<file path="src/rtl/regfile_wb_arbiter.sv">
// regfile_wb_arbiter
// Shares the register file's single write port between two writeback
// requesters: A (ALU/execute) and B (load / multiply-divide). Each requester
// has a one-entry holding slot with a valid/ready handshake. One slot is
// granted per cycle. Writes to the same register leave in arrival order.
// The write is presented to the register file through a registered output
// stage. pend_mask marks every register whose write is still queued or in
// the output stage.
//
// Optional feature: define RF_WB_ARB_FIXED_PRIO_EN to replace the round-robin
// choice between two different registers with fixed priority for A. The
// same-register rule (older slot first) is kept in both builds.
module regfile_wb_arbiter #(
  parameter int DATA_W = 32,
  parameter int IDX_W  = 5
) (
  input  logic                  clk,
  input  logic                  rst_n,
  input  logic                  a_valid,
  output logic                  a_ready,
  input  logic [IDX_W-1:0]      a_index,
  input  logic [DATA_W-1:0]     a_data,
  input  logic                  b_valid,
  output logic                  b_ready,
  input  logic [IDX_W-1:0]      b_index,
  input  logic [DATA_W-1:0]     b_data,
  output logic                  rf_we,
  output logic [IDX_W-1:0]      rf_windex,
  output logic [DATA_W-1:0]     rf_win,
  output logic [(2**IDX_W)-1:0] pend_mask
);

  localparam int NREG = 2 ** IDX_W;

  // Holding slots
  logic              a_full_reg;
  logic [IDX_W-1:0]  a_index_reg;
  logic [DATA_W-1:0] a_data_reg;
  logic              b_full_reg;
  logic [IDX_W-1:0]  b_index_reg;
  logic [DATA_W-1:0] b_data_reg;

  // age_reg: 0 = A slot filled first (or equal), 1 = B slot filled first
  logic age_reg;
  logic age_next;

`ifndef RF_WB_ARB_FIXED_PRIO_EN
  // rr_reg: requester favoured on the next contested grant (0 = A, 1 = B)
  logic rr_reg;
  logic rr_next;
`endif

  logic a_grant;
  logic b_grant;
  logic a_fill;
  logic b_fill;
  logic a_stays;
  logic b_stays;

  // Grant selection: depends on registered slot state only
  always_comb begin
    a_grant = 1'b0;
    b_grant = 1'b0;
    if (a_full_reg && b_full_reg) begin
      if (a_index_reg == b_index_reg) begin
        // Same destination: the older write must land first
        a_grant = !age_reg;
        b_grant = age_reg;
      end else begin
`ifdef RF_WB_ARB_FIXED_PRIO_EN
        a_grant = 1'b1;
`else
        a_grant = !rr_reg;
        b_grant = rr_reg;
`endif
      end
    end else begin
      a_grant = a_full_reg;
      b_grant = b_full_reg;
    end
  end

  // Handshake: a slot accepts when empty or emptying this edge; ready is held
  // low while reset is asserted. Index 0 transfers are accepted but dropped.
  always_comb begin
    a_ready = rst_n && (!a_full_reg || a_grant);
    b_ready = rst_n && (!b_full_reg || b_grant);
    a_fill  = a_valid && a_ready && (a_index != '0);
    b_fill  = b_valid && b_ready && (b_index != '0);
    a_stays = a_full_reg && !a_grant;
    b_stays = b_full_reg && !b_grant;
  end

  // Age flag next state: a slot that refills while the other slot stays
  // occupied becomes the younger one; simultaneous fills make A older
  always_comb begin
    age_next = age_reg;
    if (a_stays && b_stays) begin
      age_next = age_reg;
    end else if (b_stays && a_fill) begin
      age_next = 1'b1;
    end else begin
      age_next = 1'b0;
    end
  end

`ifndef RF_WB_ARB_FIXED_PRIO_EN
  // Round-robin pointer moves only when both slots competed for the grant
  always_comb begin
    rr_next = rr_reg;
    if (a_full_reg && b_full_reg) begin
      rr_next = a_grant;
    end
  end

  // Round-robin pointer register
  always_ff @(posedge clk or negedge rst_n) begin
    if (!rst_n) begin
      rr_reg <= 1'b0;
    end else begin
      rr_reg <= rr_next;
    end
  end
`endif

  // Age flag register
  always_ff @(posedge clk or negedge rst_n) begin
    if (!rst_n) begin
      age_reg <= 1'b0;
    end else begin
      age_reg <= age_next;
    end
  end

  // Slot A: load on accepted non-zero transfer, empty on grant
  always_ff @(posedge clk or negedge rst_n) begin
    if (!rst_n) begin
      a_full_reg  <= 1'b0;
      a_index_reg <= '0;
      a_data_reg  <= '0;
    end else if (a_fill) begin
      a_full_reg  <= 1'b1;
      a_index_reg <= a_index;
      a_data_reg  <= a_data;
    end else if (a_grant) begin
      a_full_reg  <= 1'b0;
    end
  end

  // Slot B: load on accepted non-zero transfer, empty on grant
  always_ff @(posedge clk or negedge rst_n) begin
    if (!rst_n) begin
      b_full_reg  <= 1'b0;
      b_index_reg <= '0;
      b_data_reg  <= '0;
    end else if (b_fill) begin
      b_full_reg  <= 1'b1;
      b_index_reg <= b_index;
      b_data_reg  <= b_data;
    end else if (b_grant) begin
      b_full_reg  <= 1'b0;
    end
  end

  // Output stage: present the granted slot; index/data hold when idle
  always_ff @(posedge clk or negedge rst_n) begin
    if (!rst_n) begin
      rf_we     <= 1'b0;
      rf_windex <= '0;
      rf_win    <= '0;
    end else if (a_grant) begin
      rf_we     <= 1'b1;
      rf_windex <= a_index_reg;
      rf_win    <= a_data_reg;
    end else if (b_grant) begin
      rf_we     <= 1'b1;
      rf_windex <= b_index_reg;
      rf_win    <= b_data_reg;
    end else begin
      rf_we     <= 1'b0;
    end
  end

  // Pending mask: one bit per register, set while a write to it is in a slot
  // or in the output stage
  generate
    for (genvar gi = 0; gi < NREG; gi++) begin : g_pend
      assign pend_mask[gi] = (a_full_reg && (a_index_reg == IDX_W'(gi))) ||
                             (b_full_reg && (b_index_reg == IDX_W'(gi))) ||
                             (rf_we      && (rf_windex   == IDX_W'(gi)));
    end
  endgenerate

endmodule

</file>
<file path="config.mk">
export PLATFORM = sky130hd
export DESIGN_NAME = regfile_wb_arbiter
export DESIGN_NICKNAME = d
export VERILOG_FILES = /design/src/rtl/regfile_wb_arbiter.sv
export SDC_FILE = /design/constraint.sdc
export NUM_CORES = 1
export LEC_CHECK = 0
export CAP_MARGIN = 15
export CORE_MARGIN = 5
export CORE_UTILIZATION = 54
export CTS_CLUSTER_DIAMETER = 60
export DETAILED_ROUTE_END_ITERATION = 12
export GPL_TIMING_DRIVEN = 0
export PLACE_DENSITY = 0.84
export SYNTH_ARGS = -nofsm -noshare
export SYNTH_HDL_FRONTEND = slang
export SYNTH_SLANG_ARGS = --single-unit
</file>
<file path="constraint.sdc">
create_clock -name clk -period 5.1 [get_ports clk]
set_clock_uncertainty 0.1 [all_clocks]
set_input_delay 0.765 -clock clk [delete_from_list [all_inputs] [get_ports clk]]
set_output_delay 0.765 -clock clk [all_outputs]
set_load 0.1 [all_outputs]
</file>
==> results.txt <==
* Result of the run: complete, no violations
- Area growth syn-to-layout: 38.4%
- After detailed routing, the average wire length per cell comes to 21.6 µm.
- Total of max-cap violations: 0
- For this design the ratio of total power to cell area is 561 nW/µm².
- The die is 116 µm wide.
- Slowest library cell on the worst path: clkdlybuf4s50_1
* Worst reg-to-reg setup slack: 2.76 ns
* Via density: 5.93
- R2r worst-path depth: 7
- The clock tree synthesis step divided the H-tree into 4 levels.
- In this run the tool buffered the top-level ports with 149 buffer cells.
- STA classifies the critical path startpoint as a flop.
- The finished cells cover 8330 µm².
- Synthesized area per cell: 11.5 µm²
- Entering global routing, the biggest net connects 84 pins.
* Count of final hold-check violations: 0
- CP max FO: 10
* Count of nets after finishing: 770
- Row generation in the floorplan step produced 38 rows.
* Global-route met1 utilization: 36.5%
- In this run, CTS created clock tree buffers numbering 17.
- Counting along the longest clock path gives a buffer depth of 2.
- Number of pins with negative max-slew slack in the final report: 0
- Initial antenna violation count: 0
- Share of cells above drive strength 1: 17.3%
* Starting DRC count in detailed routing: 531
- Antenna viol nets, final: 0
- The tree is rooted in a clkbuf_8.
- For met3 alone, demand over resource in global routing was 7.47%.
- Dividing the final minimum period by the clock period gives 88.9%.
* Total Wirelength: 18.3 mm
* Final core utilization: 76.5%
- Clock slew at reported path FFs: 0.06 ns
* Setup repair after global routing missed its margin: no
- Total leakage power: 3.68 nW
- At the end of routability-driven placement, the weighted congestion stood at 0.933.
- The number of nets in the synthesized netlist is 601.
* DRC errors left: 0
* Max Clock Freq: 221 MHz
- Arrival time worst endpoint: 3.67 ns
* Slew at the pin closest to its max-slew limit: 1.03 ns
* Relative slew slack: 31.2%
* R2R Path Start: a_index_reg[0]$_DFFE_PN0P_
- Proportion of synthesized area in mux cells: 21.7%
* Overflow left after global routing: 0
- Number of enable flip-flop cells after synthesis: 0
- CP Data Required Time: 4.24 ns
* Clock latency on the worst-skew pair: 0.53 ns
* Post-synthesis compound-gate area fraction: 11.8%
- Initial cell density of the core: 55.3%
- The tightest min-delay check is of the input pin to async pin type.
* Synth unique cells: 45
- The critical path in this run is classified as flop to primary output.
* Leading cell types by total area after synthesis: dfrtp_1 (48%), mux2_4 (7.2%), mux2_2 (5.8%), a221o_1 (5.3%), mux2i_1 (5.3%)
- 0 antenna diodes ended up in the layout.
* Final setup violation count: 0
- Largest voltage drop on the vdd net: 0.535 mV
- Of the synthesized area, sequential elements account for 48.2%.
* Async S/R FF share, synth: 100%
- The placed instances occupy a cell area of 7720 µm².
* Synth Warn #: 0
- For this run, the leading register cell type out of synthesis is dfrtp_1.
* Multi-input logic area: 2840 µm²
- For this design, the sink count on the clock tree is 116.
- Yosys top cell area share: 48.2%
- After filler insertion, the fill cell instance count of the layout stands at 713.
- Detailed placement HPWL: 12.6 mm
- The synthesized netlist devotes 1.10% of its cell area to XOR and XNOR gates.
- The first global-routing pass estimated 28.6 mm of wire.
- Summing all flip-flop and latch instances after layout gives 2900 µm².
- The die covers 13,400 µm².
* Number of global-route vias before repair: 5,257
- Capture point of the worst reg-to-reg path: b_data_reg[28]$_DFFE_PN0P_
- Type of destination of the critical path: primary output
- Critical Path Most Common Cell: clkbuf_1
- The pre-antenna-repair detailed-routing pass consisted of 7 iterations.
* Y dimension of the die: 116 µm
* Via count: 5,013
- Chain of cells forming the critical path: clkbuf_1, clkbuf_1, and3_1, a32oi_1, nand2_1, clkdlybuf4s50_1
- The global routing stage identified its most utilized layer as met2.
- Count of boundary I/O pins: 150
* Core footprint: 10,900 µm²
- After clock tree synthesis, the setup repair step added 0 buffers.
- TritonCTS built the clock tree.
- For the finished layout, the period the worst path requires is 4.53 ns.
- Syn Inst Count: 523
* Combinational family with the most area after synthesis: multiplexers
- Post-synth design cell area: 6020 µm²
- Synth area leader: dfrtp_1
- Overall power: 0.00467 W
* Resize count post-CTS: 0
- Of the total synthesized cell area, the portion taken by AND, OR, NAND and NOR gates is 12.6%.
* Final worst hold slack: 0.0383 ns
- Of the total synthesized cell area, the portion taken by full adders, half adders and majority gates is 0%.
- Number of hold buffers added after CTS: 0
* Crit path largest cell delay: 1.14 ns
- Global routing used 28.1% of the available tracks.
- Met2 global-route usage: 46.5%
- The synthesized design contains 116 register bits.
-- cell usage after synthesis, types with 7 or more instances --
cell type / instances
nor2b_1: 9
a22oi_1: 21
nand2_1: 70
mux2_4: 29
dfrtp_1: 116
clkbuf_1: 14
buf_2: 7
mux2_2: 31
nor2_1: 53
a221o_1: 32
a32oi_1: 7
inv_1: 7
nor3_1: 10
buf_6: 9
mux2_1: 18
mux2i_1: 32
-- how the worst max path moves through the flow --
stage,start,endpoint
finish,b_full_reg$_DFFE_PN0P_,pend_mask[14]
global route,b_full_reg$_DFFE_PN0P_,pend_mask[14]
CTS,b_full_reg$_DFFE_PN0P_,pend_mask[14]
detailed placement,b_full_reg$_DFFE_PN0P_,pend_mask[14]
global placement,rst_n,b_ready
floorplan,a_index_reg[1]$_DFFE_PN0P_,a_ready
-- logic make-up (layout without fill, tap and decap cells) --
logic type,count (synthesis),in the layout
and+or+nand+nor,169,169
DFF,116,116
muxes,110,110
AOI/OAI and AO/OA,80,80
buffers and inverters,43,225
xor gates and xnor gates,5,5
-- layout by cell type (no fill, tap or decap), types with 9 or more instances in the layout --
master | netlist | routed
clkbuf_16 | 0 | 16
buf_6 | 9 | 10
mux2_2 | 31 | 31
nand2_1 | 70 | 70
mux2_1 | 18 | 18
mux2_4 | 29 | 29
clkbuf_1 | 14 | 15
nor2_1 | 53 | 53
nor3_1 | 10 | 10
clkdlybuf4s50_1 | 0 | 148
nor2b_1 | 9 | 9
dfrtp_1 | 116 | 116
mux2i_1 | 32 | 32
a221o_1 | 32 | 32
a22oi_1 | 21 | 21
-- worst max-delay path: cells and delay by family, from the launching register on --
family,cells,cell delay [ns]
and+or+nand+nor,2,0.50
AOI/OAI and AO/OA,1,0.13
DFF,1,0.40
buffers and inverters,3,2.10
-- cell type report --
cell class | count | share of cell area, %
Multi-Input combinational cell | 364 | 34.1
Clock inverter | 14 | 2.39
Sequential cell | 116 | 34.8
Clock buffer | 18 | 5.02
Timing Repair Buffer | 150 | 18.2
Buffer | 36 | 2.99
Tap cell | 140 | 2.10
Inverter | 7 | 0.315
-- where the power goes --
part           total, W  internal, W  switching [W]
combinational   0.00209     0.000616        0.00148
clock           0.00125     0.000800       0.000454
sequential      0.00133      0.00114       0.000186
total           0.00467      0.00256        0.00212
-- metrics by stage --
step	setup TNS [ns]	cells	setup WS, ns
floorplan	0	523	1.79
global placement	-300.90	812	-2.35
detailed placement	0	813	1.20
CTS	0	845	0.588
global route	0	845	0.431
finish	0	845	0.568
-- per-layer routing --
layer / up-vias / part of all wire (%)
met2: 234 / 50
li1: 2248 / -
met5: - / 0
met4: 0 / 1.5
met3: 25 / 7.6
met1: 2506 / 41
No activity file was read; power rests on OpenSTA's default activity.
